## src/rtl/reg_file_seq.sv

```systemverilog
`default_nettype none
// ============================================================================
// Module      : reg_file_seq
// Description : Instruction sequencer for the 4-entry x 4-bit register file.
//               Accepts one 8-bit instruction over valid/ready, sequences
//               register-file reads, executes LDI/ADD/SUB/MOV internally and
//               issues a single-cycle write-back with a done pulse.
// Revision    : 1.0 - initial release
// ============================================================================
module reg_file_seq #(
    parameter int DATA_W = 4,
    parameter int ADDR_W = 2
) (
    input  logic              clk,
    input  logic              rst,
    input  logic [7:0]        instr,
    input  logic              instr_valid,
    output logic              instr_ready,
    output logic [ADDR_W-1:0] sel_a,
    output logic [ADDR_W-1:0] sel_b,
    input  logic [DATA_W-1:0] out_a,
    input  logic [DATA_W-1:0] out_b,
    output logic              write_en,
    output logic [ADDR_W-1:0] sel_w,
    output logic [DATA_W-1:0] data_in,
    output logic              done,
    output logic              carry,
    output logic              zero
);

    typedef enum logic [1:0] {
        S_IDLE  = 2'd0,
        S_READ  = 2'd1,
        S_EXEC  = 2'd2,
        S_WRITE = 2'd3
    } state_t;

    localparam logic [1:0] c_OP_LDI = 2'b00;
    localparam logic [1:0] c_OP_ADD = 2'b01;
    localparam logic [1:0] c_OP_SUB = 2'b10;
    localparam logic [1:0] c_OP_MOV = 2'b11;

    state_t              r_state;
    logic [1:0]          r_op;
    logic [ADDR_W-1:0]   r_rd;
    logic                r_carry_cand;
    logic                r_instr_ready;
    logic [ADDR_W-1:0]   r_sel_a;
    logic [ADDR_W-1:0]   r_sel_b;
    logic                r_write_en;
    logic [ADDR_W-1:0]   r_sel_w;
    logic [DATA_W-1:0]   r_data_in;
    logic                r_done;
    logic                r_carry;
    logic                r_zero;

    logic [DATA_W:0]     w_sum;
    logic [DATA_W-1:0]   w_result;
    logic                w_carry_cand;

    assign w_sum = {1'b0, out_a} + {1'b0, out_b};

    // Execute datapath: operands come straight from the register-file read ports
    always_comb begin
        w_result     = out_a;
        w_carry_cand = 1'b0;
        case (r_op)
            c_OP_ADD: begin
                w_result     = w_sum[DATA_W-1:0];
                w_carry_cand = w_sum[DATA_W];
            end
            c_OP_SUB: begin
                w_result     = out_a - out_b;
                w_carry_cand = (out_a < out_b);
            end
            c_OP_MOV: begin
                w_result     = out_a;
                w_carry_cand = 1'b0;
            end
            default: begin
                w_result     = out_a;
                w_carry_cand = 1'b0;
            end
        endcase
    end

    // Sequencer FSM with registered register-file controls and flags
    always_ff @(posedge clk) begin
        if (rst) begin
            r_state       <= S_IDLE;
            r_op          <= 2'b00;
            r_rd          <= '0;
            r_carry_cand  <= 1'b0;
            r_instr_ready <= 1'b1;
            r_sel_a       <= '0;
            r_sel_b       <= '0;
            r_write_en    <= 1'b0;
            r_sel_w       <= '0;
            r_data_in     <= '0;
            r_done        <= 1'b0;
            r_carry       <= 1'b0;
            r_zero        <= 1'b0;
        end else begin
            r_write_en <= 1'b0;
            r_done     <= 1'b0;
            case (r_state)
                S_IDLE: begin
                    if (instr_valid) begin
                        r_op          <= instr[7:6];
                        r_rd          <= instr[5:4];
                        r_instr_ready <= 1'b0;
                        if (instr[7:6] == c_OP_LDI) begin
                            // LDI needs no operands: go straight to write-back
                            r_state    <= S_WRITE;
                            r_write_en <= 1'b1;
                            r_done     <= 1'b1;
                            r_sel_w    <= instr[5:4];
                            r_data_in  <= instr[3:0];
                        end else begin
                            r_state <= S_READ;
                            r_sel_a <= instr[3:2];
                            r_sel_b <= instr[1:0];
                        end
                    end
                end
                S_READ: begin
                    r_state <= S_EXEC;
                end
                S_EXEC: begin
                    // Capture the result so write-back data is stable for the whole WRITE cycle
                    r_data_in    <= w_result;
                    r_carry_cand <= w_carry_cand;
                    r_sel_w      <= r_rd;
                    r_write_en   <= 1'b1;
                    r_done       <= 1'b1;
                    r_state      <= S_WRITE;
                end
                S_WRITE: begin
                    r_zero <= (r_data_in == '0);
                    if ((r_op == c_OP_ADD) || (r_op == c_OP_SUB)) begin
                        r_carry <= r_carry_cand;
                    end
                    r_instr_ready <= 1'b1;
                    r_state       <= S_IDLE;
                end
                default: begin
                    r_instr_ready <= 1'b1;
                    r_state       <= S_IDLE;
                end
            endcase
        end
    end

    assign instr_ready = r_instr_ready;
    assign sel_a       = r_sel_a;
    assign sel_b       = r_sel_b;
    assign sel_w       = r_sel_w;
    assign data_in     = r_data_in;
    assign carry       = r_carry;
    assign zero        = r_zero;
    // Reset during WRITE must suppress the write landing on that same edge
    assign write_en    = r_write_en & ~rst;
    assign done        = r_done & ~rst;

endmodule
`default_nettype wire

```

## config.mk

```make
export PLATFORM = sky130hd
export DESIGN_NAME = reg_file_seq
export DESIGN_NICKNAME = d
export VERILOG_FILES = /design/src/rtl/reg_file_seq.sv
export SDC_FILE = /design/constraint.sdc
export NUM_CORES = 1
export LEC_CHECK = 0
export BUFFER_PORTS_ARGS = -buffer_cell sky130_fd_sc_hd__buf_2
export CAP_MARGIN = 20
export CELL_PAD_IN_SITES_DETAIL_PLACEMENT = 1
export CELL_PAD_IN_SITES_GLOBAL_PLACEMENT = 1
export CORE_MARGIN = 2
export CORE_UTILIZATION = 42
export DETAILED_ROUTE_END_ITERATION = 7
export GPL_ROUTABILITY_DRIVEN = 1
export PLACE_DENSITY_LB_ADDON = 0.1
export SETUP_SLACK_MARGIN = 0.5
export SLEW_MARGIN = 20
export SYNTH_ARGS = -nofsm -noshare
export SYNTH_HDL_FRONTEND = slang
export SYNTH_SLANG_ARGS = --single-unit
export TNS_END_PERCENT = 10
```

## constraint.sdc

```tcl
create_clock -name clk -period 2.6 [get_ports clk]
set_clock_uncertainty 0.15 [all_clocks]
set_input_delay 0.13 -clock clk [delete_from_list [all_inputs] [get_ports clk]]
set_output_delay 0.13 -clock clk [all_outputs]
set_load 0.01 [all_outputs]
```

==> flow_summary.yaml, run 1 <==
outcome:
  status: "finished clean"
finish:
  drive_above_1_share: 0.289
  finish.utilization: 0.535
  diodes: 0
  nNetsFinal: 222
  synthToLayoutAreaGrowth_pct: 21.5
clock_network:
  clockRootBuffer: "clkbuf_4"
  insertion_delay_ps: 320
  clkTransAtPathRegs_ps: 130
  clockBufferDepth: 2
  cts_sinks: 21
  cts_buffers: 3
  cts_tree: "built"
  htree_levels: 1
yosys:
  synth.most_common_cell: "dfxtp_1"
  synth_top_cell_area_share: 0.315
  yosysSeqAreaShare: 0.315
  synth-compound-area-share: 0.205
  ys_top_cells_by_count: "dfxtp_1 (21), nor2_1 (14), ha_1 (13)"
  synth_ff_type: "dfxtp_1"
  yosys.area_share.simple: 0.161
  syn_avg_cell_area_um2: 8.89
  syn_area_um2: 1330
  synthAdderAreaFrac: 0.152
  syn-num-nets: 184
  syn_inst: 150
  synth-seq-cells: 21
  yosysUniqueCellTypes: 37
  yosysWarnings: 0
  synth_xor_area_frac: 0.0263
  synth-async-reset-ratio: 0
  synth_top_family_by_area: "compound AO/OA/AOI/OAI gates"
  synth_top_area_cell: "dfxtp_1"
  synthTopCellsByArea: "dfxtp_1 (32%), ha_1 (12%), mux2i_1 (6.0%), a211oi_2 (4.7%), a21oi_1 (4.1%)"
  synthMuxAreaShare: 0.0600
  synth-edff-count: 0
detailed_routing:
  drtIter0Drc: 42
  routedWlPerCell_um: 15.0
  dr.pass1.iters: 4
  drt-total-wl_um: 3470
  drc: 0
  ant_nets: 0
  vias: 1200
  routed_via_density: 5.19
sta:
  grt_setup_unrepaired: "false"
  worst_pin_slew_ps: 427
  drv_slew: 0
  setup_viol_count_final: 0
  fin_crit_sh: 0.753
  max_freq_ghz: 0.511
  setup_ws_ps: 643
  hold_viol: 0
  slew_headroom: 0.712
  layout_min_cycle_time_ps: 1960
  tns_ps: 0
worst_hold_path:
  hp-class: "in2reg"
critical_path:
  crit_buf_inv: 2
  critPathLaunchType: "flip-flop"
  critPathTopFamily: "compound AO/OA/AOI/OAI gates"
  worstPathRequired_ps: 2650
  crit_chain: "inv_1 -> ha_1 -> nand2_2 -> o32ai_4 -> buf_4 -> nand2_1 -> o21ai_0 -> a211oi_2"
  critPathSlowestCell: "o32ai_4"
  cp_max_fo: 8
  slowest_delay_ps: 420
  crit_path_end_kind: "flip-flop"
  critical_path_arrival_ps: 2000
  worstSetupPathType: "reg2reg"
placed_design:
  portBuffers: 33
  dp_slack_ps: 561
  gp_congestion: 0.805
  dp_hpwl_um: 2680
floorplanning:
  start_util: 0.440
  coreArea_um2: 3030
  die_w_um: 60.4
  dieArea_um2: 3640
  rows: 20
  dieHeight_um: 60.4
  io_pins: 34
grt:
  track_usage: 0.210
  grt_max_degree: 22
  antenna_found_initial: 0
  grt_pass1_vias: 1225
  grt_overflow: 0
  grt_pass1_wl_um: 5590
pwr:
  vdd_drop_max_uv: 341
  p_leak_nw: 0.738
  finalPower_w: 0.00125
  p_per_area_nw_per_um2: 774
flow_run:
  drv_cap: 0
-- cell type report --
type	count	area, um^2
inverter	13	48.8
multi-input combinational	106	808
fill	361	1410
clock buffer	3	22.5
sequential	21	420
tap	44	55.1
clock inverter	1	5.00
timing repair buffer	43	260
-- worst paths after layout --
path,slack [ps],endpoint,start,cells after the start
worst max-delay path,640,data_in[3]$_SDFFE_PP0P_,r_state[0]$_SDFFE_PP0P_,8
worst min register to register,330,r_rd[1]$_SDFFE_PP0P_,r_rd[1]$_SDFFE_PP0P_,2
worst max register to register,640,data_in[3]$_SDFFE_PP0P_,r_state[0]$_SDFFE_PP0P_,8
worst min-delay path,10,r_op[0]$_SDFFE_PP0P_,instr_valid,3
-- worst min-delay path: cells and delay by family --
kind | cells | cell delay (ps)
buffers and inverters | 1 | 170
and+or+nand+nor | 1 | 100
AOI/OAI and AO/OA | 1 | 50
-- state kept, by name, indices dropped and copies added (netlist names) --
| register | flops |
|---|---|
| r_op | 2 |
| zero | 1 |
| sel_b | 2 |
| r_carry_cand | 1 |
| r_rd | 2 |
| instr_ready | 1 |
| carry | 1 |
| sel_a | 2 |
| sel_w | 2 |
| r_done | 1 |
| r_state | 2 |
| data_in | 4 |
-- stage by stage --
stage	cells	cell area (um^2)	hold slack (ps)
finish	231	1620	11.6
global route	231	1620	43.2
floorplan	150	1330	112
global placement	219	1510	240
CTS	231	1620	12.8
detailed placement	219	1510	248
-- timing repair --
item / 4_1_cts / 5_1_grt
endpoints found under the hold margin: 9 / 0
hold buffers: 8 / 0
buffers inserted: 0 / 0
endpoints found under the setup margin: 0 / 4
resized for setup: 0 / 1
-- power breakdown --
group | switching (W) | total [W] | internal, W
logic | 0.000372 | 0.000637 | 0.000265
clock network | 0.000110 | 0.000168 | 0.0000577
registers | 0.0000532 | 0.000449 | 0.000396
-- layout by cell type, fill, tap and decap left out, types with 5 or more instances in the layout --
cell type      synthesis  routed
a21oi_1               11      11
dfxtp_1               21      21
nor2_1                14      14
buf_2                  2      33
inv_1                 11      11
a211oi_2               5       5
ha_1                  13      12
nand3_1                7       7
nand2_1                8       8
dlygate4sd3_1          0       8
mux2i_1                8       8
-- cell families (layout without fill, tap and decap cells) --
group,after synthesis,count (layout)
XOR/XNOR,4,4
adder cells (fa/ha/maj),15,15
AND/OR/NAND/NOR,45,45
AO/OA/AOI/OAI,34,34
multiplexers,8,8
flip-flops,21,21
buffers and inverters,23,60
-- metal layers --
layer	global-route usage	vias to the layer above	share of wire
met5	0	-	0
met4	0.0476	0	0.011
met3	0.0469	4	0.032
met2	0.384	24	0.52
met1	0.251	583	0.44
li1	-	589	-
Note: power is estimated with default switching activity, not from simulation.
==> inputs of run 2 (changes only) <==
--- a/config.mk
+++ b/config.mk
@@ -10,7 +10,7 @@
 export CELL_PAD_IN_SITES_DETAIL_PLACEMENT = 1
 export CELL_PAD_IN_SITES_GLOBAL_PLACEMENT = 1
 export CORE_MARGIN = 2
-export CORE_UTILIZATION = 42
+export CORE_UTILIZATION = 39
 export DETAILED_ROUTE_END_ITERATION = 7
 export GPL_ROUTABILITY_DRIVEN = 1
 export PLACE_DENSITY_LB_ADDON = 0.1
==> constraint.sdc (replaced) <==
create_clock -name clk -period 1.9 [get_ports clk]
set_clock_uncertainty 0.15 [all_clocks]
set_input_delay 0.095 -clock clk [delete_from_list [all_inputs] [get_ports clk]]
set_output_delay 0.095 -clock clk [all_outputs]
set_load 0.01 [all_outputs]
==> flow_summary.yaml, run 2 (synthesis gave the netlist of run 1 again) <==
outcome:
  status: "finished clean"
clock_network:
  htree_levels: 1
  clkTransAtPathRegs_ps: 130
  insertion_delay_ps: 310
  cts_tree: "built"
  cts_buffers: 3
  clockRootBuffer: "clkbuf_4"
  cts_sinks: 21
  clockBufferDepth: 2
pwr:
  p_leak_nw: 0.796
  p_per_area_nw_per_um2: 1100
  finalPower_w: 0.00195
  vdd_drop_max_uv: 660
sta:
  grt_setup_unrepaired: "true"
  layout_min_cycle_time_ps: 1590
  worst_pin_slew_ps: 446
  hold_viol: 0
  drv_slew: 0
  fin_crit_sh: 0.836
  tns_ps: 0
  setup_viol_count_final: 0
  slew_headroom: 0.703
  max_freq_ghz: 0.629
floorplanning:
  rows: 21
  io_pins: 34
  dieHeight_um: 62.5
  start_util: 0.403
  dieArea_um2: 3900
  coreArea_um2: 3310
  die_w_um: 62.5
detailed_routing:
  routed_via_density: 5.11
  drc: 0
  drt-total-wl_um: 3700
  routedWlPerCell_um: 15.3
  vias: 1236
  drtIter0Drc: 33
  ant_nets: 0
  dr.pass1.iters: 4
finish:
  fin_cells: 242
  multi_input_area_um2: 871
  mostFrequentLayoutCell: "buf_2"
  synthToLayoutAreaGrowth_pct: 32.8
  nNetsFinal: 231
  diodes: 0
  fin_area_um2: 1770
  seqCellArea_um2: 424
  mostFrequentLayoutCells: "buf_2 (33), dfxtp_1 (18), nor2_1 (14)"
  fillCellCount: 408
  drive_above_1_share: 0.393
  largest_reg_flops: 4
critical_path:
  cp_max_fo: 5
  crit_chain: "inv_1 -> ha_1 -> a221oi_1 -> nor3_1 -> a21oi_1 -> a211oi_2"
  critical_path_arrival_ps: 1640
  crit_path_end_kind: "flip-flop"
  crit_buf_inv: 1
  critPathTopFamily: "compound AO/OA/AOI/OAI gates"
  critPathLaunchType: "flip-flop"
  worstSetupPathType: "reg2reg"
  slowest_delay_ps: 390
  critPathSlowestCell: "dfxtp_2"
  worstPathRequired_ps: 1950
grt:
  antenna_found_initial: 0
  grt_max_degree: 22
  grt_overflow: 0
  track_usage: 0.200
  grt_pass1_vias: 1366
  grt_pass1_wl_um: 6290
placed_design:
  dp_hpwl_um: 2720
  placed_cells: 224
  dpl-instance-area_um2: 1570
  portBuffers: 33
  gp_congestion: 0.721
worst_hold_path:
  hp-class: "in2reg"
flow_run:
  drv_cap: 0
[run 2: changes by cell type in the layout (fill, tap and decap cells not counted), sizes merged]
cell | previous run | this run
clkinv | 1 | 0
clkbuf | 3 | 4
buf | 35 | 44
[run 2: repair_timing]
item                                    CTS  global route
gates resized for setup                  13             3
pin swaps                                 4             3
endpoints found under the setup margin   15            17
hold buffers                              8             0
setup buffers                             5             1
endpoints found under the hold margin     9             0
[run 2: path summary, 6_finish.rpt]
path,from,slack [ps],endpoint,cells after the start
worst max-delay path,r_op[1]$_SDFFE_PP0P_,310,data_in[2]$_SDFFE_PP0P_,6
worst min-delay path,instr_valid,10,r_op[1]$_SDFFE_PP0P_,3
worst max register to register,r_op[1]$_SDFFE_PP0P_,310,data_in[2]$_SDFFE_PP0P_,6
worst min register to register,data_in[0]$_SDFFE_PP0P_,330,data_in[0]$_SDFFE_PP0P_,2
[run 2: power breakdown]
part	switching [W]	internal, W
combinational	0.000583	0.000520
sequential	0.0000741	0.000547
clock	0.000140	0.0000818
[run 2: final cells by class]
cell class	instances	share of cell area
inverter	13	0.0346
timing repair buffer	52	0.187
multi-input combinational	106	0.492
sequential	21	0.239
tap	46	0.0325
clock buffer	4	0.0148
[run 2: stage by stage]
step                hold WS [ps]  utilization  setup WS [ps]
finish                      13.9        0.535            311
global route                25.4        0.535            217
CTS                         8.57        0.529            266
detailed placement           217        0.474           15.1
global placement             200        0.474           58.7
floorplan                   76.7            -            305
[run 2: tightest hold or removal path, stage by stage]
cell     delay (ps)
buf_2           180
nand3_1         110
a21oi_1          60
[run 2: per-layer routing]
layer  track usage  up-vias  wire length, um
li1              -      609                -
met1         0.232      598             1600
met2         0.376       27             1960
met3        0.0486        2              130
met4        0.0278        0               18
met5             0        -                0
